`config.mk`:
```
export PLATFORM = sky130hd
export DESIGN_NAME = multiboot_sched_flat
export DESIGN_NICKNAME = d
export VERILOG_FILES = /design/src/rtl/multiboot_sched_if.sv /design/src/rtl/multiboot_sched.sv /design/src/flat_wrapper.sv
export SDC_FILE = /design/constraint.sdc
export NUM_CORES = 1
export LEC_CHECK = 0
export CORE_ASPECT_RATIO = 1.75
export CORE_MARGIN = 3
export CORE_UTILIZATION = 30
export DETAILED_ROUTE_END_ITERATION = 8
export PLACE_DENSITY = 0.54
export SYNTH_ARGS = -nofsm -noshare
export SYNTH_HDL_FRONTEND = slang
export SYNTH_SLANG_ARGS = --single-unit
```
`constraint.sdc`:
```
create_clock -name CLK -period 4.21 [get_ports CLK]
set_input_delay 0.421 -clock CLK [delete_from_list [all_inputs] [get_ports CLK]]
set_output_delay 0.421 -clock CLK [all_outputs]
set_load 0.02 [all_outputs]
```
`src/rtl/multiboot_sched_if.sv`:
```
// Request/status bundle between the core's I/O decode and the multiboot
// scheduler.
//   CPU_WR    1-cycle write strobe of the control port
//   CPU_DATA  write data (unlock byte or slot number)
//   KBD_REQ   synchronised hotkey level
//   WDOG_REQ  1-cycle watchdog timeout pulse
//   spi_addr  SPI address of the latched bitstream slot
//   REBOOT    reboot request towards the ICAP sequencer
//   BUSY      launch sequence in progress
//   SLOT      currently latched slot
//   ERR       sticky reconfiguration-timeout flag
// master drives the requests and reads the status; slave is the scheduler.
interface multiboot_sched_if;
  logic        CPU_WR;
  logic [7:0]  CPU_DATA;
  logic        KBD_REQ;
  logic        WDOG_REQ;
  logic [23:0] spi_addr;
  logic        REBOOT;
  logic        BUSY;
  logic [1:0]  SLOT;
  logic        ERR;

  modport master (
    output CPU_WR, CPU_DATA, KBD_REQ, WDOG_REQ,
    input  spi_addr, REBOOT, BUSY, SLOT, ERR
  );

  modport slave (
    input  CPU_WR, CPU_DATA, KBD_REQ, WDOG_REQ,
    output spi_addr, REBOOT, BUSY, SLOT, ERR
  );
endinterface

```
`src/rtl/multiboot_sched.sv`:
```
// Reboot request scheduler in front of the multiboot ICAP sequencer.
// Arbitrates CPU (unlock + slot write), keyboard hotkey (long press) and
// watchdog requests, latches the target slot, presents its SPI address for
// a setup window, pulses REBOOT and then waits a guard time. If the FPGA is
// still running when the guard time ends, ERR is raised.
// Ports:
//   CLK          system/ICAP clock
//   MBT_RESET_N  asynchronous active-low reset
//   bus          multiboot_sched_if.slave (requests in, spi_addr/REBOOT/
//                BUSY/SLOT/ERR out, all registered)
// SETUP_CYC, PULSE_CYC, GUARD_CYC, UNLOCK_TMO and KBD_HOLD must be >= 1.
module multiboot_sched #(
  parameter logic [23:0] SLOT_BASE   = 24'h058000,
  parameter logic [23:0] SLOT_STRIDE = 24'h040000,
  parameter logic [7:0]  UNLOCK_KEY  = 8'hA5,
  parameter int          UNLOCK_TMO  = 1024,
  parameter int          KBD_HOLD    = 65536,
  parameter int          SETUP_CYC   = 8,
  parameter int          PULSE_CYC   = 4,
  parameter int          GUARD_CYC   = 4096
) (
  input logic               CLK,
  input logic               MBT_RESET_N,
  multiboot_sched_if.slave  bus
);

  // One shared counter serves the unlock timeout and the three launch phases.
  localparam int MAX_A   = (UNLOCK_TMO > GUARD_CYC) ? UNLOCK_TMO : GUARD_CYC;
  localparam int MAX_B   = (SETUP_CYC > PULSE_CYC) ? SETUP_CYC : PULSE_CYC;
  localparam int CNT_MAX = (MAX_A > MAX_B) ? MAX_A : MAX_B;
  localparam int CNT_W   = $clog2(CNT_MAX + 1);
  localparam int KCNT_W  = $clog2(KBD_HOLD + 1);

  typedef enum logic [2:0] {
    IDLE,
    UNLOCKED,
    LAUNCH,
    PULSE,
    GUARD
  } state_t;

  state_t            state;
  logic [CNT_W-1:0]  cnt;
  logic [KCNT_W-1:0] kcnt;
  logic [1:0]        slot_q;
  logic [23:0]       addr_q;
  logic              reboot_q;
  logic              busy_q;
  logic              err_q;

  logic              kbd_hit;
  logic              go;
  logic [1:0]        go_slot;

  // Slot address, wrapping modulo 2^24.
  function automatic logic [23:0] addr_of(input logic [1:0] s);
    return SLOT_BASE + SLOT_STRIDE * {22'd0, s};
  endfunction

  // Press-length counter: clears on release, saturates at KBD_HOLD so a
  // held key produces exactly one request.
  function automatic logic [KCNT_W-1:0] kbd_next(input logic lvl,
                                                 input logic [KCNT_W-1:0] c);
    if (!lvl)
      return '0;
    if (c == KCNT_W'(KBD_HOLD))
      return c;
    return c + KCNT_W'(1);
  endfunction

  // The press reaches KBD_HOLD in this cycle.
  assign kbd_hit = bus.KBD_REQ && (kcnt == KCNT_W'(KBD_HOLD - 1));

  // Arbitration: watchdog and keyboard (both slot 0) beat a CPU slot write.
  always_comb begin
    go      = 1'b0;
    go_slot = 2'd0;
    if (state == IDLE || state == UNLOCKED) begin
      if (bus.WDOG_REQ || kbd_hit) begin
        go = 1'b1;
      end else if (state == UNLOCKED && bus.CPU_WR &&
                   bus.CPU_DATA[7:2] == 6'd0) begin
        go      = 1'b1;
        go_slot = bus.CPU_DATA[1:0];
      end
    end
  end

  always_ff @(posedge CLK or negedge MBT_RESET_N) begin
    if (!MBT_RESET_N) begin
      state    <= IDLE;
      cnt      <= '0;
      kcnt     <= '0;
      slot_q   <= 2'd0;
      addr_q   <= SLOT_BASE;
      reboot_q <= 1'b0;
      busy_q   <= 1'b0;
      err_q    <= 1'b0;
    end else begin
      kcnt <= kbd_next(bus.KBD_REQ, kcnt);
      if (go) begin
        state  <= LAUNCH;
        cnt    <= '0;
        slot_q <= go_slot;
        addr_q <= addr_of(go_slot);
        busy_q <= 1'b1;
        err_q  <= 1'b0;
      end else begin
        case (state)
          IDLE: begin
            if (bus.CPU_WR && bus.CPU_DATA == UNLOCK_KEY) begin
              state <= UNLOCKED;
              cnt   <= '0;
            end
          end
          UNLOCKED: begin
            // A write reaching here had a non-zero upper field: rejected.
            if (bus.CPU_WR) begin
              state <= IDLE;
            end else if (cnt == CNT_W'(UNLOCK_TMO - 1)) begin
              state <= IDLE;
              cnt   <= '0;
            end else begin
              cnt <= cnt + CNT_W'(1);
            end
          end
          LAUNCH: begin
            if (cnt == CNT_W'(SETUP_CYC - 1)) begin
              state    <= PULSE;
              cnt      <= '0;
              reboot_q <= 1'b1;
            end else begin
              cnt <= cnt + CNT_W'(1);
            end
          end
          PULSE: begin
            if (cnt == CNT_W'(PULSE_CYC - 1)) begin
              state    <= GUARD;
              cnt      <= '0;
              reboot_q <= 1'b0;
            end else begin
              cnt <= cnt + CNT_W'(1);
            end
          end
          GUARD: begin
            // Still alive after the guard time: reconfiguration failed.
            if (cnt == CNT_W'(GUARD_CYC - 1)) begin
              state  <= IDLE;
              cnt    <= '0;
              busy_q <= 1'b0;
              err_q  <= 1'b1;
            end else begin
              cnt <= cnt + CNT_W'(1);
            end
          end
          default: begin
            state <= IDLE;
            cnt   <= '0;
          end
        endcase
      end
    end
  end

  assign bus.spi_addr = addr_q;
  assign bus.REBOOT   = reboot_q;
  assign bus.BUSY     = busy_q;
  assign bus.SLOT     = slot_q;
  assign bus.ERR      = err_q;

endmodule

```
`src/flat_wrapper.sv`:
```
// flat-port wrapper written by rule: the top's interface ports become plain ports
module multiboot_sched_flat 
#(
  parameter logic [23:0] SLOT_BASE   = 24'h058000,
  parameter logic [23:0] SLOT_STRIDE = 24'h040000,
  parameter logic [7:0]  UNLOCK_KEY  = 8'hA5,
  parameter int          UNLOCK_TMO  = 1024,
  parameter int          KBD_HOLD    = 65536,
  parameter int          SETUP_CYC   = 8,
  parameter int          PULSE_CYC   = 4,
  parameter int          GUARD_CYC   = 4096
)
  (CLK, MBT_RESET_N, bus_CPU_WR, bus_CPU_DATA, bus_KBD_REQ, bus_WDOG_REQ, bus_spi_addr, bus_REBOOT, bus_BUSY, bus_SLOT, bus_ERR);
  multiboot_sched_if bus_i ();
  input logic CLK;
  input logic MBT_RESET_N;
  input wire logic [$bits(bus_i.CPU_WR)-1:0] bus_CPU_WR;
  input wire logic [$bits(bus_i.CPU_DATA)-1:0] bus_CPU_DATA;
  input wire logic [$bits(bus_i.KBD_REQ)-1:0] bus_KBD_REQ;
  input wire logic [$bits(bus_i.WDOG_REQ)-1:0] bus_WDOG_REQ;
  output wire logic [$bits(bus_i.spi_addr)-1:0] bus_spi_addr;
  output wire logic [$bits(bus_i.REBOOT)-1:0] bus_REBOOT;
  output wire logic [$bits(bus_i.BUSY)-1:0] bus_BUSY;
  output wire logic [$bits(bus_i.SLOT)-1:0] bus_SLOT;
  output wire logic [$bits(bus_i.ERR)-1:0] bus_ERR;
  assign bus_i.CPU_WR = bus_CPU_WR;
  assign bus_i.CPU_DATA = bus_CPU_DATA;
  assign bus_i.KBD_REQ = bus_KBD_REQ;
  assign bus_i.WDOG_REQ = bus_WDOG_REQ;
  assign bus_spi_addr = bus_i.spi_addr;
  assign bus_REBOOT = bus_i.REBOOT;
  assign bus_BUSY = bus_i.BUSY;
  assign bus_SLOT = bus_i.SLOT;
  assign bus_ERR = bus_i.ERR;
  multiboot_sched #(.SLOT_BASE(SLOT_BASE), .SLOT_STRIDE(SLOT_STRIDE), .UNLOCK_KEY(UNLOCK_KEY), .UNLOCK_TMO(UNLOCK_TMO), .KBD_HOLD(KBD_HOLD), .SETUP_CYC(SETUP_CYC), .PULSE_CYC(PULSE_CYC), .GUARD_CYC(GUARD_CYC)) u_core (.CLK(CLK), .MBT_RESET_N(MBT_RESET_N), .bus(bus_i));
endmodule
```
# Word-level counts from Yosys, hierarchy flattened
# Cells that the tools add are included.
dict set report totals {
  register_bits 62
  inputBits 13
  output_inout_bits 29
  elab_cells 84
}
dict set report classes {
  addsub 3
  n_eq_ne 20
  muxes 37
  bitwise_logic 1
  n_reduce_logical 15
}
# cell count
set ops {}
lappend ops {{two-way mux 13 bit} 7}
lappend ops {{two-way mux 17 bit} 4}
lappend ops {{one-hot mux 13 bit (5 select lines)} 1}
lappend ops {{adder 19 x 20 -> 21 bit (first input constant)} 1}
lappend ops {{two-way mux 3 bit} 7}
lappend ops {{adder 17 x 1 -> 17 bit (second input constant)} 1}
lappend ops {{== test 17 x 16 -> 1 bit (second input constant)} 1}
lappend ops {{== test 17 bit (second input constant)} 1}
lappend ops {{one-hot mux 3 bit (5 select lines)} 1}
lappend ops {{adder 13 x 1 -> 13 bit (second input constant)} 1}
lappend ops {{== test 13 x 10 -> 1 bit (second input constant)} 1}
lappend ops {{== test 13 x 12 -> 1 bit (second input constant)} 1}
lappend ops {{== test 13 x 2 -> 1 bit (second input constant)} 1}
lappend ops {{== test 13 x 3 -> 1 bit (second input constant)} 1}
lappend ops {{two-way mux 1 bit} 13}
lappend ops {{inequality test 3 x 1 -> 1 bit (second input constant)} 3}
lappend ops {{== test 8 bit (second input constant)} 1}
lappend ops {{== test 3 x 2 -> 1 bit (second input constant)} 2}
lappend ops {{logical NOT 6 bit} 1}
lappend ops {{two-way mux 2 bit} 3}
lappend ops {{inequality test 3 x 2 -> 1 bit (second input constant)} 2}
lappend ops {{nonzero test 2 bit} 3}
lappend ops {{AND reduction 5 bit} 1}
lappend ops {{logical AND 1 bit} 4}
lappend ops {{other kinds (11)} 14}

# Depth between registers and ports, before layout
# Gate-level depths: netlist of run 1.
dict set report depth {
  depth_word 8
  ltp_mapped 12
  ltp_nobuf 12
}

# Least setup slack after synthesis of run 1
# Ideal clock, no wire load.
dict set report synth_timing {
  path_kind {register -> register}
  startpoint {register u_core.kcnt[0]}
  endpoint {register u_core.state[0]}
  arrival_time_ns 2.524
  required_time_ns 4.082
  path_slack_ns 1.559
  path_stages_with_launch 11
  path_buffers 0
  path_cell_list {dfrtp_1 > ha_1 > nand2_1 > nor4_1 > and3_1 > ha_1 > a2111o_1 > a311oi_1 > a41oi_2 > o211ai_4 > mux2_1}
}
dict set report synth_between {
  elab_chain_len 7
}
# element line
set synth_lines {}
lappend synth_lines {{start, declared} multiboot_sched.sv:44} ;# logic [KCNT_W-1:0] kcnt;
lappend synth_lines {{start signal, assigned} multiboot_sched.sv:100} ;# kcnt <= kbd_next(bus.KBD_REQ, kcnt);
lappend synth_lines {{== test 17 x 16 -> 1 bit (*)} multiboot_sched.sv:72} ;# assign kbd_hit = bus.KBD_REQ && (kcnt == KCNT_W'(KBD_HOLD - 1));
lappend synth_lines {{logical AND 1 bit (*)} multiboot_sched.sv:72}
lappend synth_lines {{logical OR 1 bit (*)} multiboot_sched.sv:79} ;# if (bus.WDOG_REQ || kbd_hit) begin
lappend synth_lines {{two-way mux 1 bit (*)} multiboot_sched.sv:79}
lappend synth_lines {{two-way mux 1 bit (*)} multiboot_sched.sv:78} ;# if (state == IDLE || state == UNLOCKED) begin
lappend synth_lines {{inequality test 4 x 3 -> 1 bit (no line), or another cell as far along} -}
lappend synth_lines {{AND reduction 5 bit (no line)} -}
lappend synth_lines {{end signal, assigned} multiboot_sched.sv:91} ;# state <= IDLE;
lappend synth_lines {{end signal, assigned} multiboot_sched.sv:102} ;# state <= LAUNCH;
lappend synth_lines {{end signal, assigned} multiboot_sched.sv:112} ;# state <= UNLOCKED;
lappend synth_lines {{end, declared} multiboot_sched.sv:42} ;# state_t state;
# Every way passes the cells marked *; elsewhere a longest branch is shown, timed or not.
# A chain may end at the register's enable or synchronous reset.

# Final worst setup path of run 1
dict set report layout_timing {
  startpoint {register u_core.kcnt[1]}
  endpoint {register u_core.cnt[4]}
}
dict set report layout_between {
  elab_chain_len 7
}
# element line
set layout_lines {}
lappend layout_lines {{== test 17 x 16 -> 1 bit (*)} multiboot_sched.sv:72}
lappend layout_lines {{logical AND 1 bit (*)} multiboot_sched.sv:72}
lappend layout_lines {{logical OR 1 bit (*)} multiboot_sched.sv:79}
lappend layout_lines {{two-way mux 1 bit (*)} multiboot_sched.sv:79}
lappend layout_lines {{two-way mux 1 bit (*)} multiboot_sched.sv:78}
lappend layout_lines {{inequality test 3 x 2 -> 1 bit (no line)} -}
lappend layout_lines {{AND reduction 2 bit (no line)} -}
lappend layout_lines {{end signal, assigned} multiboot_sched.sv:124} ;# cnt <= cnt + CNT_W'(1);
lappend layout_lines {{end signal, assigned} multiboot_sched.sv:133} ;# cnt <= cnt + CNT_W'(1);
lappend layout_lines {{end signal, assigned} multiboot_sched.sv:142} ;# cnt <= cnt + CNT_W'(1);
lappend layout_lines {{end, declared} multiboot_sched.sv:43} ;# logic [CNT_W-1:0] cnt;
# Marked as above.

==> impl_metrics.csv, run 1 <==
group,metric,value,unit
power,clkPwrFrac,38.4,%
worst_setup_path,worst_ep_required_time,4.43,ns
clock_network,cts_made_buffers,5,
power,p_comb_share,25.1,%
final_layout,regArea,1027,µm²
floorplanning,die_area,9721,µm²
worst_setup_path,rr_worst_depth,10,
floorplanning,coreArea,8313,µm²
clock_network,ctsHoldBuffers,0,
floorplanning,rows,44,
worst_setup_path,r2r-start,"u_core.kcnt[1]",
timing,finalCritPeriodShare,72.91,%
detailed_routing,vias,2002,
final_layout,syn_to_final_growth,16.37,%
detailed_routing,first_pass_iters,5,
timing,fmaxAchievable,325.8,MHz
grt,grt_pass1_vias,1906,
outcome,outcome,"completed",
worst_setup_path,rr_endpoint,"u_core.cnt[4]",
clock_network,h-tree-depth,2,
floorplanning,die_y,128.2,µm
yosys,synth.area.top_cells,"dfrtp_1 39%, buf_4 6.2%, nand2_1 5.6%",
detailed_routing,ant_nets,0,
detailed_routing,drt-total-wl,5989,µm
final_layout,diodes,0,
yosys,synth_cells,280,
power,switchingPower,0.4386,mW
worst_setup_path,max_stage_delay,0.57,ns
hold_path,hold_path.class,"in -> async",
detailed_routing,drc_errors,0,
yosys,synth_cell_types,59,
worst_setup_path,crit_top_cell,"ha_1",
worst_setup_path,rrSetupSlack,1.14,ns
yosys,seq_area_frac_synth,40.13,%
power,p_per_area,444.1,nW/µm²
detailed_routing,wl_per_cell,14.47,µm
floorplanning,initial_core_util,30.79,%
power,power.leakage,1.250,nW
run,cap_violations,0,
power,switching_share,33.15,%
worst_setup_path,cp_cell_sequence,"ha_1 > nand2_1 > nor4_1 > and3_1 > ha_1 > a21o_1 > nor3_1 > a41o_1 > or4_1 > nand3_1",
clock_network,cts_buffer_depth,2,
worst_setup_path,end_kind,"flop",
grt,grt_max_degree,42,
worst_setup_path,critPathBufInv,0,
yosys,yosys_most_used_dff,"dfrtp_1",
yosys,yosys.area.top_type,"dfrtp_1",
yosys,synth_top_area_share,39.10,%
timing,hold_viol_final,0,
grt,overflow,0,
timing,tightest_slew,0.9301,ns
yosys,avgSynthCellArea,9.143,µm²
clock_network,clkSlewWorstSetupHoldPaths,0.06,ns
grt,track_usage,13.09,%
final_layout,nFillCells,861,
final_layout,multi_input_area,1385,µm²
place,place_hpwl,4476,µm
worst_setup_path,cp_data_arrival_time,3.29,ns
yosys,synth_edf_count,0,
worst_setup_path,start_kind,"flop",
clock_network,cts_root_buf,"clkbuf_16",
grt,grt_pass1_wl,9597,µm
power,internal-power,0.8845,mW
final_layout,drive_gt1_share,6.689,%
yosys,synth_area,2560,µm²
place,gp_congestion,0.8175,
clock_network,insertion_delay,0.29,ns
power,p_seq_share,36.5,%
timing,max_slew_margin,37.99,%
timing,slew_viol_final,0,
yosys,ys_seq_elements,41,
clock_network,cts.sinks,41,
yosys,synth-async-reset-ratio,100.0,%
timing,setup_violations,0,
final_layout,nNetsFinal,316,
timing,fin_setup_tns,0,ns
detailed_routing,viasPerCell,4.836,
place,port_buffers,20,
floorplanning,die_w,75.83,µm
timing,rsz0062_at_grt,"false",
clock_network,cts_tree,"built",
clock_network,cts_setup_buffers,0,
power,p_total,1.323,mW
grt,antenna_found_initial,0,
worst_setup_path,path_class,"reg -> reg",
worst_setup_path,critPathMaxFanout,15,
yosys,synth_warnings,0,
timing,fin_skew,0.003750,ns
timing,fin_crit,3.069,ns
power,vdd_drop_max,184.3,µV
worst_setup_path,critPathTopFamily,"simple AND/OR/NAND/NOR gates",
worst_setup_path,crit_path_top_delay_cell,"or4_1",
final_layout,layout_commonest_cell,"dfrtp_1",
floorplanning,ios,42,
clock_network,cts_resized,0,
detailed_routing,drt_iter0_drc,66,
final_layout,final_cell_mix,"40 x dfrtp_1, 38 x nand2_1, 21 x conb_1, 19 x clkdlybuf4s50_1",
metal layers:
metal	GRT usage, %	up-vias	routed length [µm]
li1	-	1002	-
met1	13.79	963	2233
met2	23.89	32	3515
met3	2.826	5	173
met4	5.355	0	67
met5	0	-	0
worst max path at each step:
stage	cells past startpoint	to	start	slack (ns)
3_5_place_dp	10	u_core.cnt[4]	u_core.kcnt[1]	1.16
3_3_place_gp	9	u_core.cnt[6]	u_core.kcnt[2]	1.20
5_1_grt	10	u_core.cnt[6]	u_core.kcnt[1]	0.89
4_1_cts	10	u_core.cnt[4]	u_core.kcnt[1]	1.14
2_1_floorplan	10	u_core.state[0]	u_core.kcnt[0]	1.56
6_report	10	u_core.cnt[4]	u_core.kcnt[1]	1.14
cell type report:
class / count / area share (%)
clock buffers: 5 / 4.200
clock inverters: 3 / 2.310
inverters: 9 / 1.134
multi-input cells: 221 / 46.49
flip-flops and latches: 41 / 34.48
well taps: 115 / 4.830
repair buffers: 20 / 6.552
power groups by stage:
stage / Clock (mW) / Combinational [mW] / Sequential [mW]
final: 0.508 / 0.332 / 0.483
after global routing: 0.540 / 0.369 / 0.489
after CTS: 0.528 / 0.334 / 0.483
after detailed placement: 0 / 0.332 / 0.490
after global placement: 0 / 0.331 / 0.489
after floorplan: 0 / 0.288 / 0.450
sequential cells by signal, indices dropped and copies added, names as in the netlist:
name,cells
u_core.state,3
u_core.cnt,13
u_core.bus.REBOOT,1
u_core.bus.ERR,1
u_core.kcnt,17
u_core.bus.spi_addr,3
u_core.bus.BUSY,1
u_core.bus.SLOT,2
cell families (layout without fill, tap and decap cells):
| family | after synthesis | after routing | share of synthesized area (%) |
|---|---|---|---|
| buffers and inverters | 37 | 37 | 8.553 |
| DFF | 41 | 41 | 40.13 |
| other | 2 | 21 | 0.2934 |
| and+or+nand+nor | 132 | 132 | 28.15 |
| adders and majority gates | 5 | 5 | 2.444 |
| xor gates and xnor gates | 14 | 14 | 4.790 |
| muxes | 2 | 2 | 0.8309 |
| AOI/OAI and AO/OA | 47 | 47 | 14.81 |
cells in the mapped netlist (all sizes together) (3+ instances only):
cell,instances
nor2,7
nor4,6
and2,18
nor4b,3
nand3,18
xnor2,11
a21boi,3
buf,22
clkbuf,6
a21oi,8
o211ai,5
inv,9
nand2,38
or3,5
and3,4
dfrtp,40
xor2,3
o41ai,3
or4,5
a21o,3
o21ai,10
nor3,9
nand4,6
ha,5
nor2b,4
stage by stage:
stage	util, %	hold WS [ns]	cell area (µm²)	std cells	setup slack (ns)
floorplan	-	0.1254	2631	299	1.559
finish	35.84	0.2781	2979	414	1.141
global route	35.84	0.3508	2979	414	0.8891
global placement	33.50	0.4648	2785	406	1.197
CTS	35.84	0.3267	2979	414	1.136
detailed placement	33.50	0.4695	2785	406	1.158
worst reg2reg max path: stages, from the launching register on:
cell and delay [ns]:
dfrtp_1 0.39, ha_1 0.23, nand2_1 0.09, nor4_1 0.49, and3_1 0.26, ha_1 0.18
a21o_1 0.16, nor3_1 0.10, a41o_1 0.44, or4_1 0.57, nand3_1 0.09
Power figures use the tool's default switching activity.
==> inputs of run 2 (changes only) <==
PLACE_DENSITY = 0.56   (was 0.54)
clock period = 2.5 ns   (was 4.21 ns; I/O delays follow)
==> impl_metrics.csv, run 2 (same netlist as run 1, synthesis figures left out) <==
group,metric,value,unit
place,dp.cells,446,
final_layout,diodes,0,
hold_path,hold_path.class,"in -> async",
detailed_routing,drt-total-wl,6209,µm
final_layout,nNetsFinal,358,
detailed_routing,vias,2181,
worst_setup_path,critPathBufInv,0,
place,gp_congestion,0.8335,
final_layout,stdcell_count,456,
power,power.leakage,1.484,nW
final_layout,reg_top3,"u_core.kcnt: 17 flops, u_core.cnt: 13 flops",
floorplanning,coreArea,8313,µm²
floorplanning,ios,42,
worst_setup_path,crit_path_top_delay_cell,"a2111o_1",
clock_network,insertion_delay,0.29,ns
timing,slew_viol_final,0,
power,vdd_drop_max,363.2,µV
final_layout,drive_gt1_share,22.58,%
power,switching_share,33.19,%
timing,max_slew_margin,37.79,%
grt,overflow,0,
timing,tightest_slew,0.9332,ns
detailed_routing,first_pass_iters,4,
grt,grt_max_degree,42,
timing,rsz0062_at_grt,"true",
clock_network,cts_tree,"built",
place,port_buffers,20,
worst_setup_path,start_kind,"flop",
final_layout,top_register,"u_core.kcnt",
final_layout,multi_input_area,1480,µm²
worst_setup_path,critPathTopFamily,"compound AO/OA/AOI/OAI gates",
power,p_comb_share,32.4,%
outcome,outcome,"completed",
power,switchingPower,0.7744,mW
timing,fmaxAchievable,402.1,MHz
grt,grt_pass1_wl,10230,µm
final_layout,fin_util,40.80,%
final_layout,layout_commonest_cell,"dfrtp_1",
detailed_routing,ant_nets,0,
grt,antenna_found_initial,0,
timing,fin_crit,2.487,ns
worst_setup_path,rrSetupSlack,0.01,ns
clock_network,cts_root_buf,"clkbuf_16",
worst_setup_path,cp_cell_sequence,"ha_2 > nand2_2 > nor4_4 > and3_4 > ha_4 > a2111o_1 > a311oi_2 > a41oi_2 > o211ai_4 > mux2_4",
final_layout,regArea,1027,µm²
clock_network,cts_made_buffers,5,
worst_setup_path,r2r-start,"u_core.kcnt[1]",
grt,grt_pass1_vias,2261,
timing,hold_viol_final,0,
floorplanning,die_area,9721,µm²
power,p_seq_share,34.6,%
worst_setup_path,path_class,"reg -> reg",
worst_setup_path,rr_worst_depth,10,
detailed_routing,drt_iter0_drc,58,
timing,finalCritPeriodShare,99.49,%
floorplanning,initial_core_util,30.79,%
power,clkPwrFrac,33.0,%
detailed_routing,viasPerCell,4.783,
worst_setup_path,critPathMaxFanout,5,
power,internal-power,1.559,mW
place,post-place-ws,-0.01540,ns
grt,track_usage,13.85,%
final_layout,nFillCells,833,
timing,fin_setup_tns,0,ns
worst_setup_path,cp_data_arrival_time,2.66,ns
clock_network,h-tree-depth,2,
timing,fin_skew,0.001654,ns
floorplanning,rows,44,
final_layout,syn_to_final_growth,32.50,%
power,p_per_area,687.8,nW/µm²
clock_network,clkSlewWorstSetupHoldPaths,0.06,ns
clock_network,cts.sinks,41,
final_layout,final_cell_mix,"40 x dfrtp_1, 39 x buf_4, 36 x nand2_1, 21 x conb_1, 19 x clkdlybuf4s50_1",
worst_setup_path,max_stage_delay,0.42,ns
floorplanning,die_w,75.83,µm
detailed_routing,drc_errors,0,
worst_setup_path,end_kind,"flop",
worst_setup_path,worst_ep_required_time,2.68,ns
clock_network,cts_buffer_depth,2,
worst_setup_path,rr_endpoint,"u_core.state[0]",
run,cap_violations,0,
floorplanning,die_y,128.2,µm
place,place_hpwl,4787,µm
final_layout,largest_reg_flops,17,
timing,postLayoutSetupSlackWorst,0.01281,ns
timing,setup_violations,0,
detailed_routing,wl_per_cell,13.62,µm
timing,timing.hold.ws,0.1003,ns
-- run 2: cell count changes in the layout (fill, tap and decap cells not counted), sizes merged --
cell	before	now
buf	1	43
bufinv	2	1
clkbuf	5	6
clkinvlp	0	1
inv	10	9
-- run 2: what timing repair did --
item,4_1_cts,5_1_grt
hold buffers,0,0
endpoints found under the setup margin,4,13
pin swaps,2,14
gates resized for setup,7,10
cloned,0,0
setup buffers,2,0
-- run 2: final cells by class --
cell class	count	share of cell area, %
timing repair buffer	62	15.64
clock buffer	6	4.094
clock inverter	2	1.107
inverter	9	0.9959
sequential	41	30.28
multi-input combinational	221	43.64
tap	115	4.242
-- run 2: per-stage QoR --
step / cell area (µm²) / power [mW]
floorplan: 2660 / 1.265
global placement: 3127 / 1.540
detailed placement: 3127 / 1.540
CTS: 3349 / 2.341
global route: 3392 / 2.469
finish: 3392 / 2.333
-- run 2: worst max-delay path by stage --
stage	start	to	slack (ns)	cells after the start
after global routing	u_core.kcnt[1]	u_core.cnt[6]	-0.10	10
final	u_core.kcnt[1]	u_core.state[0]	0.01	10
after global placement	u_core.kcnt[12]	u_core.cnt[8]	0.02	9
after detailed placement	u_core.kcnt[12]	u_core.cnt[11]	-0.02	10
after floorplan	u_core.kcnt[2]	u_core.state[0]	0.003	9
after CTS	u_core.kcnt[11]	u_core.state[0]	0.01	9
-- run 2: power groups by stage --
stage / combinational [mW] / clock (mW) / sequential, mW
after global placement: 0.722 / 0 / 0.818
after detailed placement: 0.722 / 0 / 0.818
after CTS: 0.742 / 0.793 / 0.805
after floorplan: 0.506 / 0 / 0.759
final: 0.756 / 0.769 / 0.808
after global routing: 0.826 / 0.824 / 0.819
-- run 2: routing by layer --
metal | up-vias | share of wire, % | GRT usage (%)
met1 | 1035 | 37 | 13.84
met3 | 24 | 3.0 | 3.061
met4 | 0 | 5.7 | 9.681
met2 | 41 | 55 | 24.04
met5 | - | 0 | 0
li1 | 1081 | - | -
